--- config.mk ---
export PLATFORM = sky130hd
export DESIGN_NAME = biriscv_fetch_queue
export DESIGN_NICKNAME = d
export VERILOG_FILES = /design/src/rtl/biriscv_fetch_queue_pkg.sv /design/src/rtl/biriscv_fetch_queue_slot_pick.sv /design/src/rtl/biriscv_fetch_queue.sv
export SDC_FILE = /design/constraint.sdc
export NUM_CORES = 1
export LEC_CHECK = 0
export ABC_AREA = 1
export BUFFER_PORTS_ARGS = -buffer_cell sky130_fd_sc_hd__buf_2
export CAP_MARGIN = 20
export CORE_MARGIN = 10
export CORE_UTILIZATION = 30
export DETAILED_ROUTE_END_ITERATION = 12
export GPL_TIMING_DRIVEN = 1
export PLACE_DENSITY_LB_ADDON = 0.05
export SYNTH_ARGS = -nofsm -noshare
export SYNTH_HDL_FRONTEND = slang
export SYNTH_SLANG_ARGS = --single-unit
export TNS_END_PERCENT = 50
--- constraint.sdc ---
create_clock -name clk_i -period 12.77 [get_ports clk_i]
set_clock_uncertainty 0.15 [all_clocks]
set_input_delay 1.9155 -clock clk_i [delete_from_list [all_inputs] [get_ports clk_i]]
set_output_delay 1.9155 -clock clk_i [all_outputs]
set_load 0.01 [all_outputs]
--- src/rtl/biriscv_fetch_queue_pkg.sv ---
// -----------------------------------------------------------------------------
// biriscv_fetch_queue_pkg
// Shared types and constants for the fetch queue.
//   INSTR_W          width of one instruction slot
//   MAX_FETCH_WORDS  widest supported fetch packet (entries are sized for it)
//   entry_t          one buffered packet: raw packet, base PC, slot mask, faults
//   off_width()      bits needed to index a slot within a FETCH_WORDS packet
// -----------------------------------------------------------------------------
package biriscv_fetch_queue_pkg;

    localparam int unsigned INSTR_W         = 32;
    localparam int unsigned MAX_FETCH_WORDS = 4;

    typedef struct packed {
        logic [MAX_FETCH_WORDS*INSTR_W-1:0] packet;
        logic [31:0]                        base_pc;
        logic [MAX_FETCH_WORDS-1:0]         mask;
        logic                               fault_fetch;
        logic                               fault_page;
    } entry_t;

    function automatic int unsigned off_width(input int unsigned fetch_words);
        return (fetch_words > 2) ? 2 : 1;
    endfunction

endpackage

--- src/rtl/biriscv_fetch_queue_slot_pick.sv ---
// -----------------------------------------------------------------------------
// biriscv_slot_pick
// Combinational find-first / find-second set bit over a slot mask.
//   mask          slot-valid bits, bit 0 is the oldest slot
//   first_idx     index of the lowest set bit   (valid when first_found)
//   second_idx    index of the next set bit     (valid when second_found)
// -----------------------------------------------------------------------------
module biriscv_slot_pick #(
    parameter int unsigned W     = 2,
    parameter int unsigned IDX_W = 1
) (
    input  logic [W-1:0]     mask,
    output logic [IDX_W-1:0] first_idx,
    output logic             first_found,
    output logic [IDX_W-1:0] second_idx,
    output logic             second_found
);

    always_comb begin
        first_idx    = '0;
        first_found  = 1'b0;
        second_idx   = '0;
        second_found = 1'b0;
        for (int unsigned i = 0; i < W; i++) begin
            if (mask[i]) begin
                if (!first_found) begin
                    first_found = 1'b1;
                    first_idx   = IDX_W'(i);
                end else if (!second_found) begin
                    second_found = 1'b1;
                    second_idx   = IDX_W'(i);
                end
            end
        end
    end

endmodule

--- src/rtl/biriscv_fetch_queue.sv ---
// -----------------------------------------------------------------------------
// biriscv_fetch_queue
// Instruction queue between fetch and dual-issue decode. Buffers DEPTH fetch
// packets, trims slots before the fetch PC and after a predicted-taken branch,
// and presents up to two in-order instructions per cycle, pairing across the
// head and head+1 packets when the head has only one slot left.
//   clk_i / rst_i              clock, synchronous active-high reset
//   fetch_*_i / fetch_accept_o packet push handshake
//   branch_request_i           flush all buffered packets
//   out0_* / out1_*            decode slots; outN_accept_i consumes the slot
// -----------------------------------------------------------------------------
module biriscv_fetch_queue
    import biriscv_fetch_queue_pkg::*;
#(
    parameter int unsigned FETCH_WORDS = 2,
    parameter int unsigned DEPTH       = 4,
    parameter int unsigned DEPTH_W     = 2
) (
    input  logic                           clk_i,
    input  logic                           rst_i,
    input  logic                           fetch_valid_i,
    input  logic [FETCH_WORDS*INSTR_W-1:0] fetch_instr_i,
    input  logic [31:0]                    fetch_pc_i,
    input  logic [FETCH_WORDS-1:0]         fetch_pred_branch_i,
    input  logic                           fetch_fault_fetch_i,
    input  logic                           fetch_fault_page_i,
    output logic                           fetch_accept_o,
    input  logic                           branch_request_i,
    output logic                           out0_valid_o,
    output logic [31:0]                    out0_instr_o,
    output logic [31:0]                    out0_pc_o,
    output logic                           out0_fault_fetch_o,
    output logic                           out0_fault_page_o,
    input  logic                           out0_accept_i,
    output logic                           out1_valid_o,
    output logic [31:0]                    out1_instr_o,
    output logic [31:0]                    out1_pc_o,
    output logic                           out1_fault_fetch_o,
    output logic                           out1_fault_page_o,
    input  logic                           out1_accept_i
);

    localparam int unsigned OFF_W    = off_width(FETCH_WORDS);
    localparam int unsigned PKT_W    = FETCH_WORDS * INSTR_W;
    localparam logic [31:0] BASE_LOW = 32'((1 << (OFF_W + 2)) - 1);

    entry_t               mem [DEPTH];
    logic [DEPTH_W-1:0]   head;
    logic [DEPTH_W-1:0]   tail;
    logic [DEPTH_W-1:0]   head_next;
    logic [DEPTH_W:0]     count;

    // ---------------- push side ----------------
    logic [OFF_W-1:0] push_off;
    logic             blocked;
    entry_t           push_entry;
    logic             push;

    always_comb begin
        push_off               = fetch_pc_i[OFF_W+1:2];
        blocked                = 1'b0;
        push_entry             = '0;
        push_entry.base_pc     = fetch_pc_i & ~BASE_LOW;
        push_entry.fault_fetch = fetch_fault_fetch_i;
        push_entry.fault_page  = fetch_fault_page_i;
        if (fetch_fault_fetch_i || fetch_fault_page_i) begin
            push_entry.mask[push_off] = 1'b1;
        end else begin
            push_entry.packet[PKT_W-1:0] = fetch_instr_i;
            // A predicted branch at slot j keeps slot j but blocks every later slot.
            for (int unsigned k = 0; k < FETCH_WORDS; k++) begin
                if (k >= 32'(push_off)) begin
                    push_entry.mask[k] = !blocked;
                    if (fetch_pred_branch_i[k]) blocked = 1'b1;
                end
            end
        end
    end

    assign fetch_accept_o = (count != (DEPTH_W+1)'(DEPTH));
    assign push           = fetch_valid_i && fetch_accept_o;

    // ---------------- presentation ----------------
    entry_t           head_entry;
    entry_t           next_entry;
    logic             head_occ;
    logic             next_occ;
    logic [OFF_W-1:0] h_idx0, h_idx1, n_idx0, n_idx1;
    logic             h_found0, h_found1, n_found0, n_found1;

    assign head_next  = head + DEPTH_W'(1);
    assign head_entry = mem[head];
    assign next_entry = mem[head_next];
    assign head_occ   = (count != '0);
    assign next_occ   = (count > (DEPTH_W+1)'(1));

    biriscv_slot_pick #(.W(FETCH_WORDS), .IDX_W(OFF_W)) u_pick_head (
        .mask         (head_entry.mask[FETCH_WORDS-1:0]),
        .first_idx    (h_idx0),
        .first_found  (h_found0),
        .second_idx   (h_idx1),
        .second_found (h_found1)
    );

    biriscv_slot_pick #(.W(FETCH_WORDS), .IDX_W(OFF_W)) u_pick_next (
        .mask         (next_entry.mask[FETCH_WORDS-1:0]),
        .first_idx    (n_idx0),
        .first_found  (n_found0),
        .second_idx   (n_idx1),
        .second_found (n_found1)
    );

    logic             v0, v1, pair_in_head;
    entry_t           e1;
    logic [OFF_W-1:0] idx1;

    assign v0           = head_occ && h_found0;
    assign pair_in_head = h_found1;
    assign v1           = v0 && (pair_in_head || (next_occ && n_found0));
    assign e1           = pair_in_head ? head_entry : next_entry;
    assign idx1         = pair_in_head ? h_idx1 : n_idx0;

    assign out0_valid_o       = v0;
    assign out0_instr_o       = v0 ? head_entry.packet[32'(h_idx0)*INSTR_W +: INSTR_W] : '0;
    assign out0_pc_o          = v0 ? head_entry.base_pc + (32'(h_idx0) << 2) : '0;
    assign out0_fault_fetch_o = v0 && head_entry.fault_fetch;
    assign out0_fault_page_o  = v0 && head_entry.fault_page;

    assign out1_valid_o       = v1;
    assign out1_instr_o       = v1 ? e1.packet[32'(idx1)*INSTR_W +: INSTR_W] : '0;
    assign out1_pc_o          = v1 ? e1.base_pc + (32'(idx1) << 2) : '0;
    assign out1_fault_fetch_o = v1 && e1.fault_fetch;
    assign out1_fault_page_o  = v1 && e1.fault_page;

    // ---------------- pop / retire ----------------
    logic                       take0, take1;
    logic [MAX_FETCH_WORDS-1:0] head_mask_new, next_mask_new;
    logic                       retire_head, retire_next;
    logic [1:0]                 retired;

    // out1 is only honoured together with out0 so consumption stays in order.
    assign take0 = v0 && out0_accept_i;
    assign take1 = v1 && out1_accept_i && out0_accept_i;

    always_comb begin
        head_mask_new = head_entry.mask;
        next_mask_new = next_entry.mask;
        if (take0) head_mask_new[h_idx0] = 1'b0;
        if (take1 && pair_in_head) head_mask_new[h_idx1] = 1'b0;
        if (take1 && !pair_in_head) next_mask_new[n_idx0] = 1'b0;
    end

    // An empty head (including one stored with a zero mask) retires without
    // being presented; head+1 can only retire alongside it.
    assign retire_head = head_occ && (head_mask_new == '0);
    assign retire_next = retire_head && next_occ && (next_mask_new == '0);
    assign retired     = {1'b0, retire_head} + {1'b0, retire_next};

    always_ff @(posedge clk_i) begin
        if (rst_i || branch_request_i) begin
            head  <= '0;
            tail  <= '0;
            count <= '0;
            for (int unsigned i = 0; i < DEPTH; i++) mem[i].mask <= '0;
        end else begin
            // tail never aliases an occupied head/head+1 entry while push is allowed
            if (head_occ) mem[head].mask <= head_mask_new;
            if (next_occ) mem[head_next].mask <= next_mask_new;
            if (push) begin
                mem[tail] <= push_entry;
                tail      <= tail + DEPTH_W'(1);
            end
            head  <= head + DEPTH_W'(retired);
            count <= count + (DEPTH_W+1)'(push) - (DEPTH_W+1)'(retired);
        end
    end

endmodule

Word level (Yosys, flattened, before mapping) --
Memories as Yosys holds them, arrays and structs flattened. A register that Yosys moved wholly into a read port is not among the register bits. Index checks and enable logic that the tools add are counted.
Word-level totals: memory bits (writable) 396, memories 1, input bits 106, logic and storage cells 116, flip-flop bits (word level) 7, output and inout bits 135
Operators by class: multiplexer cells 54, eq/ne operators 1, reductions and logical operators 31, bitwise operators 6, add/sub/neg operators 8, order comparisons 10, shift-type cells 2
Memories:
- mem | words 4, width 99, rd ports 2, clocked after Yosys merged registers in 1, write ports 4, RTL line biriscv_fetch_queue.sv:47 | entry_t mem [DEPTH];
Operators with widths (count):
- $mux 99 | 3
- $reduce_or 99->1 | 3
- $shiftx 128x7->32 | 2
- $mux 166 | 1
- $mux 32 | 4
- $add 32x3->32 | 2
- $mux 64 | 1
- $mux 1 | 30
- $logic_and 1x1->1 | 20
- $mux 2 | 8
- $and 4x4->4 | 3
- $lt 1x3->1 const B | 4
- $mux 4 | 3
- $not 2->4 | 3
- $logic_not 4->1 | 2
- $add 2x1->2 const B | 2
- $demux 1 s1 | 4
- $ge 1x1->1 const B | 4
- $add 3x1->3 | 1
- $gt 3x1->1 const B | 1
- $logic_or 1x1->1 | 3
- $ne 3x3->1 const B | 1
- $reduce_bool 3->1 | 1
- $sub 3x2->3 | 1
- 4 further kinds | 5

Logic depth before layout (Yosys ltp) --
word-level depth 19, depth in mapped cells 23, mapped depth without buffers 20

Modules after synthesis --
A second synthesis with hierarchy kept.
Second synthesis, totals: cell total of the unflattened synthesis 2312, area, all modules 20996.4 um2
Modules (own cells, without submodules):
- biriscv_fetch_queue | seq. area each 11951.5 um2, times used 1, cells an instance 2298, area an instance 20936.3 um2
- biriscv_slot_pick | seq. area each 0.0 um2, times used 2, cells an instance 7, area an instance 30.0 um2

Worst setup path before layout --
No wires, ideal clock.
path kind in2reg, from input port branch_request_i, to memory mem[3][4] in the netlist's numbering, buffers on the path 0, path slack 7.374 ns, data required time 12.379 ns, data arrival time 5.006 ns, stages 7, library setup time 0.241 ns, path through nor2_2 -> inv_1 -> nor2_1 -> nand2_1 -> inv_1 -> or2_2 -> o22ai_1
RTL lines:
- start, declared | RTL line biriscv_fetch_queue.sv:28 | input logic branch_request_i,
- end, declared | RTL line biriscv_fetch_queue.sv:47

Worst setup path after layout --
from register head[0], to output port out1_instr_o[5]
Between the ends: longest elaborated chain between the ends 8, elaborated cells on any way between the ends 13, classes of those cells 1 x add/sub; 1 x shift; 7 x mux; 3 x reduce/logical; 1 x memory
Ends and longest elaborated chain:
- start, declared | RTL line biriscv_fetch_queue.sv:48 | logic [DEPTH_W-1:0] head;
- start signal, assigned | RTL line biriscv_fetch_queue.sv:173 | head <= head + DEPTH_W'(retired);
- $add 2x1->2 * | RTL line biriscv_fetch_queue.sv:91 | assign head_next = head + DEPTH_W'(1);
- $mem_v2 4x99 *
- $mux 1 | RTL line biriscv_fetch_queue_slot_pick.sv:25 | if (mask[i]) begin
- $mux 1, on equally long branches | RTL line biriscv_fetch_queue_slot_pick.sv:26, biriscv_fetch_queue_slot_pick.sv:25
- $mux 1 or $logic_and 1x1->1 (tied branches) | RTL line biriscv_fetch_queue_slot_pick.sv:25, biriscv_fetch_queue.sv:119
- $mux 1 or $logic_or 1x1->1 (tied branches) | RTL line biriscv_fetch_queue.sv:121, biriscv_fetch_queue.sv:119
- $shiftx 128x7->32 or $logic_and 1x1->1 (tied branches) | RTL line biriscv_fetch_queue.sv:130, biriscv_fetch_queue.sv:119
- $mux 32 * | RTL line biriscv_fetch_queue.sv:130 | assign out1_instr_o = v1 ? e1.packet[32'(idx1)*INSTR_W +: INSTR_W] : '0;
- end, declared | RTL line biriscv_fetch_queue.sv:36 | output logic [31:0] out1_instr_o,
Mark *: on every way between the ends. The rest lies on a longest branch, timed or not.

==> run summary <==
===============================================================================
Ports                                                                       241
Post-route DRC violation count                                                0
Fin. max-slew vios                                                            0
Worst Hold End                                                        mem[1][4]
CTS Root Cell                                                      sky130_fd_sc_hd__clkbuf_16
Result of the run                                                     completed
Worst Setup End Kind                                               primary output
Routed wire per std cell                                               24.56 um
Starting density of the core                                             30.31%
Total number of placement rows                                               99
Average via count per standard cell                                       5.400
Worst flop-to-flop path startpoint                                      head[1]
Number of instances resized during post-cts repair                            0
Yosys warning total                                                           0
Share of cells above drive strength 1                                    15.17%
Hold path start                                                       mem[1][4]
Number of buffers inserted by hold repair at cts                              0
Clock insertion delay at the later pin of the skew report                610 ps
Count of buffers from port buffering                                        233
First-pass GRT wire length                                             130.8 mm
IR drop worst, VDD                                                 0.00008485 V
Worst R2R Path Depth                                                         19
CTS Buf Count                                                                51
Design Power                                                         0.003524 W
Area inside the core boundary                                        73,080 um2
Maximum number of pins on one net before global-route repair                104
Worst slack at placement                                                5709 ps
Post-route worst setup slack                                            5036 ps
Power density over the cells                                       138.7 nW/um2
Largest buffer count on any clock path                                        3
Total of flip-flops plus latches after synthesis                            403
DR iter-0 viols                                                           1,685
Final weighted congestion of routability-driven global placement         0.8092
Synth Flop Type                                                    sky130_fd_sc_hd__edfxtp_1
Clock net sink count                                                        403
HPWL after DPL                                                         49.33 mm
Most frequent cells in the layout                                  sky130_fd_sc_hd__nor2_1, sky130_fd_sc_hd__nand2_1, sky130_fd_sc_hd__edfxtp_1, sky130_fd_sc_hd__buf_2, sky130_fd_sc_hd__a21oi_1
Summed area of non-filler cells in the final layout                  25,410 um2
Layout overhead on the synthesized area                                  14.70%
Post-Route Utilization                                                   34.77%
Via count of the first global-routing pass                               19,410
GRT overflow                                                                  0
Setup-failing EPs final                                                       0
GRT Overall Usage                                                        20.19%
Avg Synthesized Cell Area                                             8.770 um2
Clock transition at the registers of the reported paths                   60 ps
Highest fanout seen on the critical path                                     64
Sequential element share of the synthesized area                         53.95%
Die height                                                             291.7 um
Count of maximum capacitance violations                                       0
Critical register-to-register path endpoint                            count[2]
Signal arrival time at the worst endpoint                               5670 ps
Antenna Violating Nets Remaining                                              0
Worst Path Required                                                   10,700 ps
Number of nets in the layout                                              2,766
Worst relative slew slack                                                24.04%
Setup repair after global routing missed its margin                          no
Netlist Area Pre-Place                                               22,150 um2
Post-CTS Setup Bufs                                                           0
Final Hold Violating Endpoints                                                0
TNS Setup                                                                  0 ps
Full die area                                                        85,120 um2
CTS tree                                                                  built
Total routed wirelength                                                89.58 mm
Critical path class                                                  reg -> out
Maximum frequency from static timing analysis                         129.3 MHz
Number of different library cells in the post-synthesis netlist              41
Inserted Diodes                                                               0
Post-Syn Instances                                                        2,526
Hold path cells                                                               2
Number of enable flip-flop cells after synthesis                            388
Worst setup slack for register-to-register paths                        6830 ps
Worst slew pin tran                                                     1139 ps
Initial antenna violation count                                               0
Most common cell after layout, fill and taps aside                 sky130_fd_sc_hd__nor2_1
Post-route minimum period                                               7734 ps
Level count of the clock H-tree                                               2
Vias after detailed routing                                              19,700
Leakage power figure                                                   10.15 nW
Setup crit start kind                                                      flop
Pre-antenna DRT Iters                                                         6
Placed cell areas                                                    23,820 um2
Final Cycle Share                                                        60.56%
Fraction of registers with async set/reset                                   0%
Count of fill cells added during filler insertion                         7,570
Worst min path class                                                 reg -> reg
Die width                                                              291.7 um
===============================================================================
==> layout make-up <==
type	count	area, um2	share of cell area [%]
Clock buffer	59	1306	5.141
Clock inverter	37	282.8	1.113
Inverter	103	407.9	1.605
Multi-Input combinational cell	1820	8835	34.77
Sequential cell	403	11960	47.06
Tap cell	959	1200	4.722
Timing Repair Buffer	267	1421	5.594
==> state kept, by name, summed over array words and instances (netlist names) <==
name	cells
head	2
tail	2
mem	396
count	3
==> kinds of logic after synthesis <==
family / after synthesis / synth area share, %
AO/OA/AOI/OAI: 571 / 15.95
XOR/XNOR: 2 / 0.07908
adder cells (fa/ha/maj): 14 / 0.8246
buffers and inverters: 306 / 6.478
flip-flops: 403 / 53.95
multiplexers: 31 / 1.576
other: 1 / 0.01693
AND/OR/NAND/NOR: 1198 / 21.13
==> layer usage <==
layer,share of wire [%],vias to the layer above,track usage (%)
met2,48,663,33.90
met5,0,-,0
li1,-,9034,-
met3,5.3,129,2.876
met1,44,9874,26.60
met4,2.9,0,6.211
==> report_power, final <==
part           switching, W  internal, W  total [W]
Sequential        0.0000156      0.00145    0.00147
Combinational      0.000464     0.000192   0.000656
Clock              0.000605     0.000795    0.00140
==> stage by stage <==
stage	instances	hold WS [ps]
6_report	3648	348.0
5_1_grt	3648	374.0
4_1_cts	3648	344.8
3_5_place_dp	3552	334.7
3_3_place_gp	3552	331.8
2_1_floorplan	2529	313.3
==> synth_stat cells (all sizes together), types with 2 or more instances <==
| cell type | number | area [um2] |
|---|---|---|
| a32o | 35 | 350.3 |
| buf | 112 | 704.4 |
| nor2 | 564 | 2140 |
| or2 | 3 | 18.77 |
| inv | 103 | 386.6 |
| a31oi | 6 | 37.54 |
| nor3 | 2 | 10.01 |
| o22ai | 33 | 206.5 |
| o221ai | 91 | 797.0 |
| a21oi | 180 | 900.9 |
| mux2 | 31 | 349.1 |
| a22oi | 35 | 262.8 |
| edfxtp | 388 | 11650 |
| o211ai | 6 | 50.05 |
| nand4 | 3 | 18.77 |
| ha | 13 | 162.7 |
| nand3 | 91 | 460.4 |
| nand2 | 535 | 2033 |
| dfxtp | 15 | 300.3 |
| clkbuf | 91 | 344.1 |
| o21ai | 184 | 920.9 |
==> how the worst max path moves through the flow <==
stage,from,end,slack (ps),cells after the start
floorplan,branch_request_i,mem[3][4],7370,7
global placement,head[1],out1_instr_o[3],5740,14
detailed placement,head[0],out1_instr_o[6],5710,10
CTS,head[0],out1_instr_o[6],5060,10
global route,head[0],out1_instr_o[5],4770,10
finish,head[0],out1_instr_o[5],5040,10
==> worst max-delay path: stages (launching register included) <==
cell	delay (ps)
sky130_fd_sc_hd__dfxtp_4	740
sky130_fd_sc_hd__buf_4	670
sky130_fd_sc_hd__nand2_1	150
sky130_fd_sc_hd__nand2_1	110
sky130_fd_sc_hd__nand2_2	140
sky130_fd_sc_hd__nand2_4	540
sky130_fd_sc_hd__buf_4	770
sky130_fd_sc_hd__nand2_2	770
sky130_fd_sc_hd__o21ai_0	780
sky130_fd_sc_hd__nor2_1	70
sky130_fd_sc_hd__buf_2	160
Power figures use the tool's default switching activity.
